File: config.mk
export PLATFORM = sky130hd
export DESIGN_NAME = subr_stack_ctrl
export DESIGN_NICKNAME = d
export VERILOG_FILES = /design/src/rtl/subr_stack_ctrl.sv
export SDC_FILE = /design/constraint.sdc
export NUM_CORES = 1
export LEC_CHECK = 0
export CAP_MARGIN = 10
export CELL_PAD_IN_SITES_DETAIL_PLACEMENT = 1
export CELL_PAD_IN_SITES_GLOBAL_PLACEMENT = 1
export CORE_ASPECT_RATIO = 1.2
export CORE_MARGIN = 3
export CORE_UTILIZATION = 39
export CTS_CLUSTER_DIAMETER = 80
export DETAILED_ROUTE_END_ITERATION = 7
export PLACE_DENSITY = 0.74
export SETUP_SLACK_MARGIN = 0.5
export SLEW_MARGIN = 20
export SYNTH_ARGS = -nofsm -noshare
export SYNTH_HDL_FRONTEND = slang
export SYNTH_SLANG_ARGS = --single-unit
File: constraint.sdc
create_clock -name clk -period 1.75 [get_ports clk]
set_input_delay 0.35 -clock clk [delete_from_list [all_inputs] [get_ports clk]]
set_output_delay 0.35 -clock clk [all_outputs]
set_load 0.05 [all_outputs]
File: src/rtl/subr_stack_ctrl.sv
// -----------------------------------------------------------------------------
// subr_stack_ctrl
//
// Subroutine call/return sequencer for the bit-serial return stack of the
// MicroEV20 core. A call serializes a parallel return address into the stack
// as a train of push strobes, LSB first. A return issues pop strobes, collects
// the LIFO bits (MSB first) and reassembles the address. The block also tracks
// frame depth and flags overflow/underflow.
//
// Ports
//   clk        in   system clock, rising edge
//   rstn       in   asynchronous active-low reset (shared with the stack)
//   call_req   in   push call_addr as a new frame (sampled only when idle)
//   call_addr  in   [AW] return address to save
//   ret_req    in   pop one frame (sampled only when idle, wins over call_req)
//   busy       out  push or pop sequence in progress
//   ret_addr   out  [AW] last reassembled return address
//   ret_valid  out  one-cycle pulse when ret_addr is updated
//   err_ovf    out  one-cycle pulse: call rejected, stack full
//   err_unf    out  one-cycle pulse: return rejected, stack empty
//   depth      out  [$clog2(DEPTH+1)] current frame count
//   stk_in     out  serial data bit to the stack
//   stk_push   out  push strobe, stack samples on its rising edge
//   stk_pop    out  pop strobe, stack updates stk_lifo on its rising edge
//   stk_lifo   in   LIFO output bit from the stack
//
// Every output is a register; next values are derived from the next state so
// the strobes line up with the state they belong to without any output decode
// glitches reaching the stack.
// -----------------------------------------------------------------------------
module subr_stack_ctrl #(
    parameter  int AW    = 4,
    parameter  int DEPTH = 2,
    localparam int DW    = $clog2(DEPTH + 1),
    localparam int CW    = $clog2(AW + 1)
) (
    input  logic          clk,
    input  logic          rstn,
    input  logic          call_req,
    input  logic [AW-1:0] call_addr,
    input  logic          ret_req,
    output logic          busy,
    output logic [AW-1:0] ret_addr,
    output logic          ret_valid,
    output logic          err_ovf,
    output logic          err_unf,
    output logic [DW-1:0] depth,
    output logic          stk_in,
    output logic          stk_push,
    output logic          stk_pop,
    input  logic          stk_lifo
);

    typedef enum logic [2:0] {
        IDLE,
        PUSH_HI,
        PUSH_LO,
        POP_HI,
        POP_CAP,
        DONE
    } state_t;

    localparam logic [CW-1:0] CNT_LAST  = CW'(AW - 1);
    localparam logic [DW-1:0] DEPTH_MAX = DW'(DEPTH);

    state_t        state, state_nx;
    logic [AW-1:0] shift, shift_nx;     // push data on calls, rebuild on returns
    logic [CW-1:0] cnt, cnt_nx;         // bits moved in the current frame
    logic [DW-1:0] depth_nx;
    logic [AW-1:0] ret_addr_nx;
    logic          stk_in_nx;
    logic          ovf_nx, unf_nx;

    // NOTE: every variable written here gets a default first, so no path can
    // leave one unassigned and infer a latch.
    always_comb begin
        state_nx    = state;
        shift_nx    = shift;
        cnt_nx      = cnt;
        depth_nx    = depth;
        ret_addr_nx = ret_addr;
        ovf_nx      = 1'b0;
        unf_nx      = 1'b0;

        case (state)
            IDLE: begin
                // Return has priority; a simultaneous call is dropped silently.
                if (ret_req) begin
                    if (depth == '0) begin
                        unf_nx = 1'b1;
                    end else begin
                        cnt_nx   = '0;
                        state_nx = POP_HI;
                    end
                end else if (call_req) begin
                    if (depth == DEPTH_MAX) begin
                        ovf_nx = 1'b1;
                    end else begin
                        shift_nx = call_addr;
                        cnt_nx   = '0;
                        state_nx = PUSH_HI;
                    end
                end
            end

            PUSH_HI: state_nx = PUSH_LO;

            PUSH_LO: begin
                shift_nx = shift >> 1;
                if (cnt == CNT_LAST) begin
                    cnt_nx   = '0;
                    depth_nx = depth + DW'(1);
                    state_nx = IDLE;
                end else begin
                    cnt_nx   = cnt + CW'(1);
                    state_nx = PUSH_HI;
                end
            end

            POP_HI: state_nx = POP_CAP;

            POP_CAP: begin
                // The stack returns the MSB first, so shifting left rebuilds
                // the address in its original bit order.
                shift_nx = {shift[AW-2:0], stk_lifo};
                if (cnt == CNT_LAST) begin
                    cnt_nx      = '0;
                    ret_addr_nx = shift_nx;
                    state_nx    = DONE;
                end else begin
                    cnt_nx   = cnt + CW'(1);
                    state_nx = POP_HI;
                end
            end

            DONE: begin
                depth_nx = depth - DW'(1);
                state_nx = IDLE;
            end

            default: state_nx = IDLE;
        endcase

        // stk_in moves only when a new push pulse starts and is held otherwise,
        // so the stack sees stable data across the whole strobe.
        stk_in_nx = (state_nx == PUSH_HI) ? shift_nx[0] : stk_in;
    end

    // NOTE: the strobes are reset asynchronously, so asserting rstn mid-frame
    // drops them at once instead of waiting for the next clock edge.
    always_ff @(posedge clk or negedge rstn) begin
        if (!rstn) begin
            state     <= IDLE;
            shift     <= '0;
            cnt       <= '0;
            depth     <= '0;
            ret_addr  <= '0;
            ret_valid <= 1'b0;
            err_ovf   <= 1'b0;
            err_unf   <= 1'b0;
            busy      <= 1'b0;
            stk_in    <= 1'b0;
            stk_push  <= 1'b0;
            stk_pop   <= 1'b0;
        end else begin
            // NOTE: non-blocking assignments so every register samples the
            // pre-edge values regardless of statement order.
            state     <= state_nx;
            shift     <= shift_nx;
            cnt       <= cnt_nx;
            depth     <= depth_nx;
            ret_addr  <= ret_addr_nx;
            ret_valid <= (state_nx == DONE);
            err_ovf   <= ovf_nx;
            err_unf   <= unf_nx;
            busy      <= (state_nx != IDLE);
            stk_in    <= stk_in_nx;
            stk_push  <= (state_nx == PUSH_HI);
            stk_pop   <= (state_nx == POP_HI);
        end
    end

endmodule

# Word-level counts from Yosys, hierarchy flattened
# Cells that the tools add are included.
# totals
wordCells	70
out_inout_bits	13
ff_bits	23
input_bits	9
# classes
muxes	26
eq_ne	17
reduce_logical	11
add_sub_neg	3
# ops
cell	n
3-bit 2-to-1 mux	10
3-bit one-hot mux with 5 select lines	1
3-bit by 2-bit == test with 1-bit output (second input constant)	4
4-bit 2-to-1 mux	3
4-bit one-hot mux with 3 select lines	1
3-bit == test (second input constant)	3
3-bit inequality test (second input constant)	3
1-bit 2-to-1 mux	8
2-bit inequality test (second input constant)	4
4-bit AND reduction	2
3-bit by 1-bit == test with 1-bit output (second input constant)	2
3-bit one-hot mux with 2 select lines	1
3-bit nonzero test	2
2-bit one-hot mux with 2 select lines	1
2-bit AND reduction	2
2-bit nonzero test	2
3-bit by 1-bit adder with 3-bit output (second input constant)	1
3-bit logical NOT	1
2-bit by 1-bit adder with 2-bit output (second input constant)	1
2-bit == test (second input constant)	1
2-bit logical NOT	1
2-bit 2-to-1 mux	1
2-bit OR reduction	1
2-bit by 1-bit subtractor with 2-bit output (second input constant)	1

# Logic depth before layout (Yosys ltp)
# logic_depth
depth_word	6
depth_mapped	5
ltp_nobuf	5

# Worst setup path after synthesis
# No wires, ideal clock.
# synth_path
kind	register -> register
startpoint	reg depth[1]
endpoint	reg cnt[0]
required_ns	1.624
path_buffers	0
path_slack_ns	0.138
synth_period_minus_slack_ns	1.612
setup_ns	0.126
path_stages_with_launch	5
arrival_time_ns	1.486
path_cell_list	dfrtp_1 -> nor2b_2 -> o2111ai_2 -> nand2_1 -> a221o_1
# synth_between
elab_chain_cells	3
elab_cells_between_ends	5
classes_between	3 x eq/ne; 2 x reduce/logical
# synth_rtl
element	line	rtl
start: declaration	47	output logic [DW-1:0] depth,
start signal: assignment	171	depth <= depth_nx;
2-bit == test or 2-bit logical NOT (tied branches)	96, 89	
3-bit inequality test (no line)	-	
4-bit AND reduction (no line) (*)	-	
end signal: assignment	170	cnt <= cnt_nx;
end: declaration	68	logic [CW-1:0] cnt, cnt_nx;
# Mark *: on every way between the ends. The rest lies on a longest branch, timed or not.
# A chain may end at the register's enable or synchronous reset.

# Worst setup path after layout
# layout_path
startpoint	reg depth[0]
endpoint	reg shift[0]
# layout_between
elab_chain_cells	5
# layout_rtl
element	line	rtl
2-bit == test	96	if (depth == DEPTH_MAX) begin
4-bit 2-to-1 mux	96	
4-bit 2-to-1 mux	95	end else if (call_req) begin
4-bit 2-to-1 mux	88	if (ret_req) begin
4-bit one-hot mux with 3 select lines	85	case (state)
named net shift_nx[0]	67	logic [AW-1:0] shift, shift_nx;
end signal: assignment	169	shift <= shift_nx;
end: declaration	67	
# The timed path passes the listed nets, and every way through them passes these cells. The select of a mux whose other input is x is not followed.

==> flow_summary.toml <==
[global_routing]
grt_usage = 0.2410
grt_max_degree = 24
antenna_found_initial = 0
grt_pass1_wl_mm = 6.637
overflow = 0
grt_pass1_vias = 1272

[finish]
synthToLayoutAreaGrowth_pct = 71.44
layout_commonest_cell = "buf_4"
final_nets = 186
diodes = 0
mostFrequentLayoutCells = "30 x buf_4, 27 x buf_6, 18 x dfrtp_1"
multi_input_area_um2 = 739.5
drive_gt1_frac = 0.6171
fillers = 272
design_area_mm2 = 0.002036
register_area_um2 = 581.8

[synth]
synth-edff-count = 0
synth_cell_types = 46
syn_area_per_cell_um2 = 10.70
async_flop_share = 1.000
seq_area_frac_synth = 0.4847
synth_area_mm2 = 0.001187
synth-main-ff-cell = "dfrtp_1"
ys_warn_count = 0
synthesis.nets = 121
netlist_instances = 111
synth_seq_cells = 23

[route]
first_pass_iters = 4
wirelength_met1_mm = 1.858
via_per_inst = 5.541
route.vias.total = 1158
wl_met3_um = 130
detail-route-antenna-nets = 0
top_layer_used = "met4"
drc = 0
drtIter0Drc = 49
wl_mm = 4.693
drt-wirelength-per-cell_um = 22.45
route.met2.wl_mm = 2.496

[sta]
period_needed_ns = 1.485
setup_viol = 0
finClkSkew_ns = 0.01640
holdWs_ns = 0.3389
slew_headroom = 0.7941
hold_viol = 0
post-route-period-util = 0.8485
rsz0062_at_grt = "true"
tightest_slew_ns = 0.3049
maxSlewViolCount = 0
max_freq_mhz = 673.5

[clocking]
cts_tree = "yes"
htreeDepth = 1
cts.path.max_buffers = 2
numClockSinks = 23
cts_made_buffers = 3
cts.reportedPaths.clkPinSlew_ns = 0.15
clockRootBuffer = "clkbuf_4"
insertion_delay_ns = 0.34

[min_path]
min_path_type = "input pin to async pin"

[setup_path]
rr_worst_depth = 5
crit_slowest_cell = "dfrtp_2"
r2r_end = "shift[0]"
path_class = "flip-flop to flip-flop"
cp-end-kind = "flip-flop"
critPathLaunchType = "flip-flop"
ff2ff_setup_slack_ns = 0.27
critPathMaxFanout = 5
cp_slowest_stage_delay_ns = 0.50
cp.arrival_ns = 1.72
reg2reg_from = "depth[0]"
crit_chain = "nor2b_4 > nor4b_2 > buf_4 > a221oi_4 > o41ai_1"
worstPathRequired_ns = 1.99

[power_and_ir_drop]
power.leakage_nw = 0.9176
ir_drop_uv = 1505
powerDensity_mw_per_mm2 = 2004
finalPower_w = 0.004080

[placed_design]
place_hpwl_mm = 2.264
io_buffers = 21
gp_congestion = 0.7946
placed_area_mm2 = 0.001480

[floorplanning]
initial_utilization = 0.4146
io_pins = 22
core_mm2 = 0.002864
num_rows = 21
die_area_mm2 = 0.003746
die_h_um = 66.45
die_x_um = 56.37

[outcome]
outcome = "completed"

[job]
cap_violations = 0
-- routing by layer --
metal / track usage / up-vias
li1: - / 534
met1: 0.2721 / 581
met3: 0.03516 / 14
met4: 0.1424 / 0
met2: 0.4284 / 29
met5: 0 / -
-- power breakdown --
group	total, W	internal [W]	switching [W]
sequential	0.000956	0.000735	0.000221
clock	0.000279	0.0000879	0.000191
combinational	0.00285	0.00133	0.00152
total	0.00408	0.00215	0.00193
-- flip-flops by register name, indices dropped and copies added, names as in the netlist --
| register | flops |
|---|---|
| stk_push | 1 |
| stk_pop | 1 |
| state | 3 |
| stk_in | 1 |
| shift | 4 |
| err_ovf | 1 |
| busy | 1 |
| ret_addr | 4 |
| ret_valid | 1 |
| err_unf | 1 |
| cnt | 3 |
| depth | 2 |
-- area by class of cell --
type                    count  area share
clock buffers               3     0.01106
clock inverters             1    0.003688
inverters                   8     0.01721
multi-input cells          75      0.3632
flip-flops and latches     23      0.2858
well taps                  34     0.02090
repair buffers             65      0.2981
-- through the flow --
step / utilization / setup TNS (ns) / cells / setup slack, ns
finish: 0.7108 / 0 / 209 / 0.2651
detailed placement: 0.5168 / -0.05088 / 172 / -0.02819
floorplan: - / 0 / 111 / 0.3161
global placement: 0.5168 / -0.02466 / 172 / -0.01615
CTS: 0.6387 / 0 / 199 / 0.3115
global route: 0.7108 / 0 / 209 / 0.1860
-- cells by family after synthesis --
family,count (synthesis),share of synthesized area
buffers and inverters,13,0.05900
muxes,4,0.03688
xor gates and xnor gates,2,0.01476
adders and majority gates,2,0.01897
and+or+nand+nor,36,0.1823
DFF,23,0.4847
AOI/OAI and AO/OA,31,0.2034
-- synthesized netlist by cell type (2+ instances only) --
cell type  instances  area share
a31o_1             2       0.015
a22o_1             3       0.022
nand3_1            3       0.013
nand2_1           10       0.032
inv_1              4       0.013
dfrtp_1           23        0.48
a21oi_1            4       0.017
a221o_1            3       0.025
nor2_1             6       0.019
buf_2              2      0.0084
buf_6              2       0.019
mux2_1             3       0.028
nor2_2             2       0.011
o21ai_1            6       0.025
and2_1             2       0.011
inv_2              4       0.013
nor3_1             3       0.013
-- worst max-delay path: cells and delay by family (launching register included) --
family,cells,cell delay (ns)
buffers and inverters,1,0.17
DFF,1,0.50
and+or+nand+nor,2,0.34
AOI/OAI and AO/OA,2,0.37
-- repair_timing --
action	in CTS	in global routing
gates resized for setup	42	30
pin swaps	17	21
buffers inserted	23	10
cloned	0	0
endpoints found under the setup margin	33	36
hold buffers	0	0
-- how the worst max path moves through the flow --
| stage | from | end | slack [ns] | cells past startpoint |
|---|---|---|---|---|
| finish | depth[0] | shift[0] | 0.27 | 5 |
| global route | depth[0] | shift[0] | 0.19 | 5 |
| CTS | cnt[0] | cnt[0] | 0.31 | 5 |
| detailed placement | ret_req | shift[1] | -0.03 | 5 |
| global placement | ret_req | shift[2] | -0.02 | 5 |
| floorplan | depth[1] | cnt[0] | 0.32 | 4 |
Note: power is estimated with default switching activity, not from simulation.
